--- config.mk ---
export PLATFORM = sky130hd
export DESIGN_NAME = alu_psr_pipe
export DESIGN_NICKNAME = d
export VERILOG_FILES = /design/src/rtl/alu_psr_pipe.sv
export SDC_FILE = /design/constraint.sdc
export NUM_CORES = 1
export LEC_CHECK = 0
export CAP_MARGIN = 0
export CORE_MARGIN = 4
export CORE_UTILIZATION = 45
export CTS_CLUSTER_DIAMETER = 80
export DETAILED_ROUTE_END_ITERATION = 7
export PLACE_DENSITY_LB_ADDON = 0.2
export SYNTH_ARGS = -nofsm -noshare
export SYNTH_HDL_FRONTEND = slang
export SYNTH_SLANG_ARGS = --single-unit
export TNS_END_PERCENT = 100
--- constraint.sdc ---
create_clock -name CLK -period 5.05 [get_ports CLK]
set_input_delay 0.505 -clock CLK [delete_from_list [all_inputs] [get_ports CLK]]
set_output_delay 0.505 -clock CLK [all_outputs]
set_load 0.02 [all_outputs]
--- src/rtl/alu_psr_pipe.sv ---
// Two-stage ALU (operand register S1, result register S2) with a 5-bit
// program status register {F,L,C,N,Z} that each op updates through a per-op mask.
module alu_psr_pipe #(
  parameter int WIDTH = 16
) (
  input  logic             CLK,
  input  logic             RESETn,
  input  logic             in_valid,
  output logic             in_ready,
  input  logic [WIDTH-1:0] in_a,
  input  logic [WIDTH-1:0] in_b,
  input  logic [3:0]       in_op,
  output logic             out_valid,
  input  logic             out_ready,
  output logic [WIDTH-1:0] out_result,
  output logic [4:0]       out_flcnz,
  output logic [4:0]       psr_flcnz,
  input  logic             psr_wr_en,
  input  logic [4:0]       psr_wr_data
);

  typedef enum logic [3:0] {
    OP_ADD  = 4'd0,
    OP_ADDC = 4'd1,
    OP_SUB  = 4'd2,
    OP_SUBC = 4'd3,
    OP_CMP  = 4'd4,
    OP_AND  = 4'd5,
    OP_OR   = 4'd6,
    OP_XOR  = 4'd7,
    OP_NOT  = 4'd8,
    OP_PASS = 4'd9
  } op_e;

  localparam logic [4:0] MASK_ARITH = 5'b10101;  // F, C, Z
  localparam logic [4:0] MASK_CMP   = 5'b01011;  // L, N, Z
  localparam logic [4:0] MASK_LOGIC = 5'b00001;  // Z

  logic             s1_valid;
  logic [WIDTH-1:0] s1_a;
  logic [WIDTH-1:0] s1_b;
  op_e              s1_op;
  logic             s2_valid;
  logic [4:0]       psr;

  logic             s2_adv;
  logic             s1_xfer;
  logic             in_fire;

  logic [WIDTH-1:0] b_eff;
  logic             cin;
  logic [WIDTH:0]   sum;
  logic             ovf;
  logic [WIDTH-1:0] alu_res;
  logic [4:0]       alu_fl;
  logic [4:0]       alu_mask;

  assign s2_adv   = ~s2_valid | out_ready;
  assign s1_xfer  = s1_valid & s2_adv;
  // Gating with RESETn keeps requests out while reset is asserted.
  assign in_ready = RESETn & (~s1_valid | s2_adv);
  assign in_fire  = in_valid & in_ready;

  assign out_valid = s2_valid;
  assign psr_flcnz = psr;

  // Subtract-type ops add the inverted b; the carry-in supplies the +1 or PSR.C.
  always_comb begin
    // NOTE: every combinational output gets a default first so no path infers a latch.
    b_eff    = s1_b;
    cin      = 1'b0;
    alu_res  = '0;
    alu_fl   = '0;
    alu_mask = '0;

    case (s1_op)
      OP_SUB, OP_CMP: begin b_eff = ~s1_b; cin = 1'b1;   end
      OP_SUBC:        begin b_eff = ~s1_b; cin = psr[2]; end
      OP_ADDC:        cin = psr[2];
      default:        ;
    endcase

    sum = {1'b0, s1_a} + {1'b0, b_eff} + (WIDTH+1)'(cin);
    ovf = (s1_a[WIDTH-1] == b_eff[WIDTH-1]) & (sum[WIDTH-1] != s1_a[WIDTH-1]);

    case (s1_op)
      OP_ADD, OP_ADDC, OP_SUB, OP_SUBC: begin
        alu_res  = sum[WIDTH-1:0];
        alu_fl   = {ovf, 1'b0, sum[WIDTH], 1'b0, sum[WIDTH-1:0] == '0};
        alu_mask = MASK_ARITH;
      end
      OP_CMP: begin
        alu_fl   = {1'b0, ~sum[WIDTH], 1'b0, $signed(s1_a) < $signed(s1_b), s1_a == s1_b};
        alu_mask = MASK_CMP;
      end
      OP_AND:  begin alu_res = s1_a & s1_b; alu_mask = MASK_LOGIC; end
      OP_OR:   begin alu_res = s1_a | s1_b; alu_mask = MASK_LOGIC; end
      OP_XOR:  begin alu_res = s1_a ^ s1_b; alu_mask = MASK_LOGIC; end
      OP_NOT:  begin alu_res = ~s1_a;       alu_mask = MASK_LOGIC; end
      OP_PASS: begin alu_res = s1_b;        alu_mask = MASK_LOGIC; end
      default: ;
    endcase

    if (alu_mask == MASK_LOGIC) alu_fl = {4'b0000, alu_res == '0};
  end

  // NOTE: operand registers are qualified by s1_valid, so they carry no reset.
  always_ff @(posedge CLK) begin
    if (in_fire) begin
      s1_a  <= in_a;
      s1_b  <= in_b;
      s1_op <= op_e'(in_op);
    end
  end

  // NOTE: all state here uses non-blocking assignments so every register samples pre-edge values.
  always_ff @(posedge CLK) begin
    if (!RESETn) begin
      s1_valid   <= 1'b0;
      s2_valid   <= 1'b0;
      out_result <= '0;
      out_flcnz  <= '0;
      psr        <= '0;
    end else begin
      if (in_fire)     s1_valid <= 1'b1;
      else if (s2_adv) s1_valid <= 1'b0;

      if (s2_adv) s2_valid <= s1_valid;
      if (s1_xfer) begin
        out_result <= alu_res;
        out_flcnz  <= alu_fl;
      end

      // A direct load overrides the whole PSR, including a same-cycle op update.
      if (psr_wr_en)    psr <= psr_wr_data;
      else if (s1_xfer) psr <= (psr & ~alu_mask) | (alu_fl & alu_mask);
    end
  end

endmodule
### Word-level counts from Yosys, hierarchy flattened

Cells that the tools add are included.

* order comparisons: 1
* equal/unequal tests: 13
* bitwise operators: 18
* reduce and logical (&&, ||, !) cells: 10
* add/sub/neg operators: 2
* mux-type cells: 10

Operator list (number)
* case mux 16 bit (6 select lines): 1
* logical NOT 16 bit: 2
* inverter 16 bit: 2
* adder 16 x 16 -> 17 bit: 1
* adder 17 x 1 -> 17 bit: 1
* AND 16 bit: 1
* == test 16 bit: 1
* == test 4 x 3 -> 1 bit (second input constant): 4
* < comparator 16 bit: 1
* two-way mux 16 bit: 1
* bitwise OR 16 bit: 1
* XOR 16 bit: 1
* two-way mux 5 bit: 3
* case mux 5 bit (3 select lines): 1
* AND 5 bit: 2
* case mux 5 bit (2 select lines): 1
* == test 4 x 2 -> 1 bit (second input constant): 2
* == test 4 bit (second input constant): 2
* == test 5 x 1 -> 1 bit (second input constant): 1
* inverter 5 bit: 1
* bitwise OR 5 bit: 1
* OR reduction 5 bit: 1
* AND 1 bit: 4
* == test 4 x 1 -> 1 bit (second input constant): 1
* other kinds (11): 17

* output and inout bits: 28
* register bits after elaboration: 64
* logic and storage cells: 62
* bits of input ports: 46

### Depth between registers and ports, before layout

* depth after elaboration: 13
* mapped depth: 17
* gate-level depth less buffers: 15

### Least setup slack after synthesis

Ideal clock, no wire load.

* kind: reg2reg
* start point: register s1_op[0]
* end point: register out_flcnz[0]
* path buffers: 2
* required time: 4.976 ns
* slack: 0.910 ns
* cell stages (with the launch flop): 17
* clock period less this slack: 4.140 ns
* library setup time: 0.074 ns
* data arrival time: 4.065 ns
* cell sequence: edfxtp_1 -> buf_2 -> clkbuf_1 -> nor2_1 -> mux2i_1 -> nor2_1 -> xnor2_1 -> fa_1 -> inv_1 -> fa_1 -> or4_1 -> a211o_1 -> a221oi_2 -> nand4_1 -> a2111oi_2 -> nand3b_1 -> a31oi_1

* longest elaborated chain between the ends: 8
* elaborated cells on any way between the ends: 26
* those cells by class: add/sub (2); eq/ne (10); mux (6); reduce/logical (8)

RTL lines
* start, declared: line 42 `op_e s1_op;`
* start signal, assigned: line 112 `s1_op <= op_e'(in_op);`
* == test 4 x 3 -> 1 bit or == test 4 x 2 -> 1 bit (tied branches): line 76, 86
* OR reduction 3 bit (no line)
* two-way mux 16 bit
* adder 16 x 16 -> 17 bit: line 83 `sum = {1'b0, s1_a} + {1'b0, b_eff} + (WIDTH+1)'(cin);`
* adder 17 x 1 -> 17 bit: line 83
* case mux 16 bit (6 select lines) or logical NOT 16 bit (tied branches): line 86, 89
* logical NOT 16 bit or case mux 5 bit (2 select lines) (tied branches): line 104, 86
* two-way mux 5 bit *: line 104 `if (alu_mask == MASK_LOGIC) alu_fl = {4'b0000, alu_res == '0};`
* end signal, assigned: line 131 `out_flcnz <= alu_fl;`
* end, declared: line 16 `output logic [4:0] out_flcnz,`

Every way passes the cells marked *; elsewhere a longest branch is shown, timed or not.
A chain may end at the register's enable or synchronous reset.

### Final worst setup path

* start point: register s1_op[1]
* end point: register out_flcnz[0]

The elaborated chain is that of the path after synthesis.

==> flow_metrics.env <==
export IMPL_synth_most_common_cell="ha_1"
export IMPL_finalSetupTns_ns=0
export IMPL_final_cell_count_no_fill=785
export IMPL_syn_num_nets=692
export IMPL_cp_max_fo=19
export IMPL_postCtsSetupBuffers=0
export IMPL_cts_sinks=64
export IMPL_outcome="complete, no violations"
export IMPL_fp_dieH_um=114
export IMPL_max_slew_margin_rel_pct=39.6
export IMPL_port_buffers=73
export IMPL_synthCells=581
export IMPL_layout_nets=751
export IMPL_timing_rr_end="out_flcnz[0]"
export IMPL_power_switching_w=0.000454
export IMPL_drcViolationCount=0
export IMPL_cts_hold_buf=0
export IMPL_crit_type="reg2reg"
export IMPL_hold_viol=0
export IMPL_fin_skew_ns=0.00663
export IMPL_synthToLayoutAreaGrowth_pct=19.8
export IMPL_initial_core_util_pct=46.3
export IMPL_cp_end_kind="flop"
export IMPL_wl_per_cell_um=18.3
export IMPL_peakVddDrop_mv=0.181
export IMPL_clock_fmax_mhz=232
export IMPL_cts_resized=0
export IMPL_place_inst=769
export IMPL_cts_root_buf="clkbuf_8"
export IMPL_drive_gt1_share_pct=6.20
export IMPL_slew_violations=0
export IMPL_die_x_um=114
export IMPL_clkTransAtPathRegs_ns=0.07
export IMPL_antenna_found_initial=0
export IMPL_yosysWarnings=0
export IMPL_cts_buffers=9
export IMPL_path_cells="nor2_1, mux2i_1, nor2_1, buf_4, xnor2_1, fa_1, a211oi_1, o21ai_0, a41oi_1, xnor2_1, a221oi_1, nand4_1, a31oi_1"
export IMPL_synth_avg_cell_area_um2=8.68
export IMPL_dpl_hpwl_um=11300
export IMPL_routed_wirelength_um=14400
export IMPL_vias=4519
export IMPL_ys_seq_area_share_pct=32.6
export IMPL_worst_setup_path_start_kind="flop"
export IMPL_endpoint="out_flcnz[0]"
export IMPL_synth_seq_cells=64
export IMPL_io_pins=74
export IMPL_ys_async_sr_fraction_pct=0
export IMPL_rr_startpoint="s1_op[1]"
export IMPL_htreeDepth=3
export IMPL_worst_pin_slew_ns=0.906
export IMPL_p_leak_nw=2.44
export IMPL_ys_flop_type="edfxtp_1"
export IMPL_multi_input_area_um2=3110
export IMPL_maxCapViolCount=0
export IMPL_worstSkewPairLatency_ns=0.37
export IMPL_post_route_min_period_ns=4.32
export IMPL_grt_overflow_total=0
export IMPL_first_global_vias=4270
export IMPL_avgViaCountPerCell=5.76
export IMPL_setup_viol=0
export IMPL_critical_path_startpoint="s1_op[1]"
export IMPL_slowest_delay_ns=0.65
export IMPL_power_frac_comb_pct=28.8
export IMPL_worst_ep_arrival_time_ns=4.61
export IMPL_clock_power_share_pct=27.9
export IMPL_cp_slowest_cell="edfxtp_1"
export IMPL_rrSetupSlack_ns=0.73
export IMPL_regArea_um2=1640
export IMPL_post_synth_top_area_cell="edfxtp_1"
export IMPL_antenna_cells=0
export IMPL_yosys_top_cells_count="ha_1 (63), nor2_1 (49), inv_1 (47)"
export IMPL_internal_power_w=0.000944
export IMPL_fill_cells=1026
export IMPL_seq_power_share_pct=43.3
export IMPL_synth_edff_count=36
export IMPL_core_um2=10900
export IMPL_grtUsageTotal_pct=22.8
export IMPL_grt_max_degree=51
export IMPL_die_area_um2=13000
export IMPL_crit_required_ns=5.34
export IMPL_synthDistinctLibCells=63
export IMPL_drtIter0Drc=401
export IMPL_power_density_nw_per_um2=232
export IMPL_grt_pass1_wl_um=22900
export IMPL_power_share_switching_pct=32.5
export IMPL_hp_class="reg2reg"
export IMPL_synth_top_area_share_pct=21.4
export IMPL_yosys_top_cells_area="edfxtp_1 (21%), ha_1 (16%), dfxtp_1 (11%), a21oi_1 (4.3%), o21ai_0 (4.1%)"
export IMPL_place_gp_congestion=0.950
export IMPL_clk_path_buf_depth=2
export IMPL_rsz0062_at_grt="false"
export IMPL_fin_crit_sh_pct=85.5
export IMPL_synth_area_um2=5040
export IMPL_ant_nets=0
export IMPL_r2r_cells=13
export IMPL_cts_tree="built"
export IMPL_drt_first_pass_iters=5
export IMPL_rows=38
-- worst min-delay path by stage --
stage | start | endpoint | slack (ns) | cells after the start
2_1_floorplan | s1_valid | out_valid | 0.50 | 2
5_1_grt | out_flcnz[4] | out_flcnz[4] | 0.49 | 2
3_3_place_gp | out_flcnz[4] | out_flcnz[4] | 0.44 | 2
3_5_place_dp | out_flcnz[4] | out_flcnz[4] | 0.45 | 2
6_report | out_flcnz[4] | out_flcnz[4] | 0.45 | 2
4_1_cts | out_flcnz[4] | out_flcnz[4] | 0.46 | 2
-- cell type report --
cell class / count / share of cell area (%)
clock buffers: 10 / 2.28
clock inverters: 6 / 0.539
inverters: 47 / 2.92
multi-input cells: 440 / 51.5
flip-flops and latches: 64 / 27.2
well taps: 140 / 2.90
repair buffers: 78 / 12.7
-- logic make-up (layout without fill, tap and decap cells) --
| family | after synthesis | count (layout) | synth area share [%] |
|---|---|---|---|
| buffers and inverters | 77 | 141 | 5.91 |
| AO/OA/AOI/OAI | 167 | 167 | 21.7 |
| multiplexers | 7 | 7 | 1.39 |
| adder cells (fa/ha/maj) | 65 | 65 | 16.4 |
| XOR/XNOR | 24 | 24 | 4.17 |
| flip-flops | 64 | 64 | 32.6 |
| AND/OR/NAND/NOR | 177 | 177 | 17.8 |
-- sequential cells by signal, indices dropped and copies added (netlist names), named ones only --
signal,cells
s1_a,16
s1_op,4
s1_b,16
out_result,16
out_flcnz,5
out_valid,1
s1_valid,1
-- cell usage in the layout (no fill, tap or decap), types with 10 or more instances in the layout --
cell	netlist	layout
a211oi_1	14	14
a21oi_1	43	43
clkbuf_8	0	10
clkdlybuf4s50_1	0	73
dfxtp_1	28	28
edfxtp_1	36	36
ha_1	63	63
inv_1	47	47
nand2_1	40	40
nand2b_1	12	12
nor2_1	49	49
nor2b_1	13	12
nor3_1	10	10
o21ai_0	41	41
xnor2_1	20	20
-- layer usage --
layer	wire (um)	up-vias	GRT usage, %
met5	0	-	0
met4	285	0	8.39
met3	1020	17	4.35
met2	6440	161	35.1
met1	6620	2131	31.9
li1	-	2210	-
-- metrics by stage --
| stage | hold WS, ns | utilization, % | power (W) | cell area (um^2) | setup WS (ns) |
|---|---|---|---|---|---|
| after detailed placement | 0.446 | 53.9 | 0.00102 | 5870 | 0.808 |
| after global routing | 0.493 | 55.5 | 0.00148 | 6040 | 0.401 |
| after floorplan | 0.496 | - | 0.000874 | 5040 | 0.910 |
| after CTS | 0.456 | 55.5 | 0.00141 | 6040 | 0.778 |
| final | 0.455 | 55.5 | 0.00140 | 6040 | 0.731 |
| after global placement | 0.442 | 53.9 | 0.00101 | 5870 | 0.976 |
-- power groups by stage --
stage          logic, W  registers, W  clock network (W)
6_report       0.000402      0.000605           0.000391
2_1_floorplan  0.000250      0.000623                  0
5_1_grt        0.000442      0.000609           0.000431
4_1_cts        0.000400      0.000605           0.000406
3_5_place_dp   0.000399      0.000617                  0
3_3_place_gp   0.000394      0.000616                  0
-- worst max-delay path: cells and delay by family, from the launching register on --
kind	cells	cell delay [ns]
AND/OR/NAND/NOR	3	0.71
XOR/XNOR	2	0.31
buffers and inverters	1	0.30
flip-flops	1	0.65
adder cells (fa/ha/maj)	1	0.45
AO/OA/AOI/OAI	5	1.70
multiplexers	1	0.12
No activity file was read; power rests on OpenSTA's default activity.
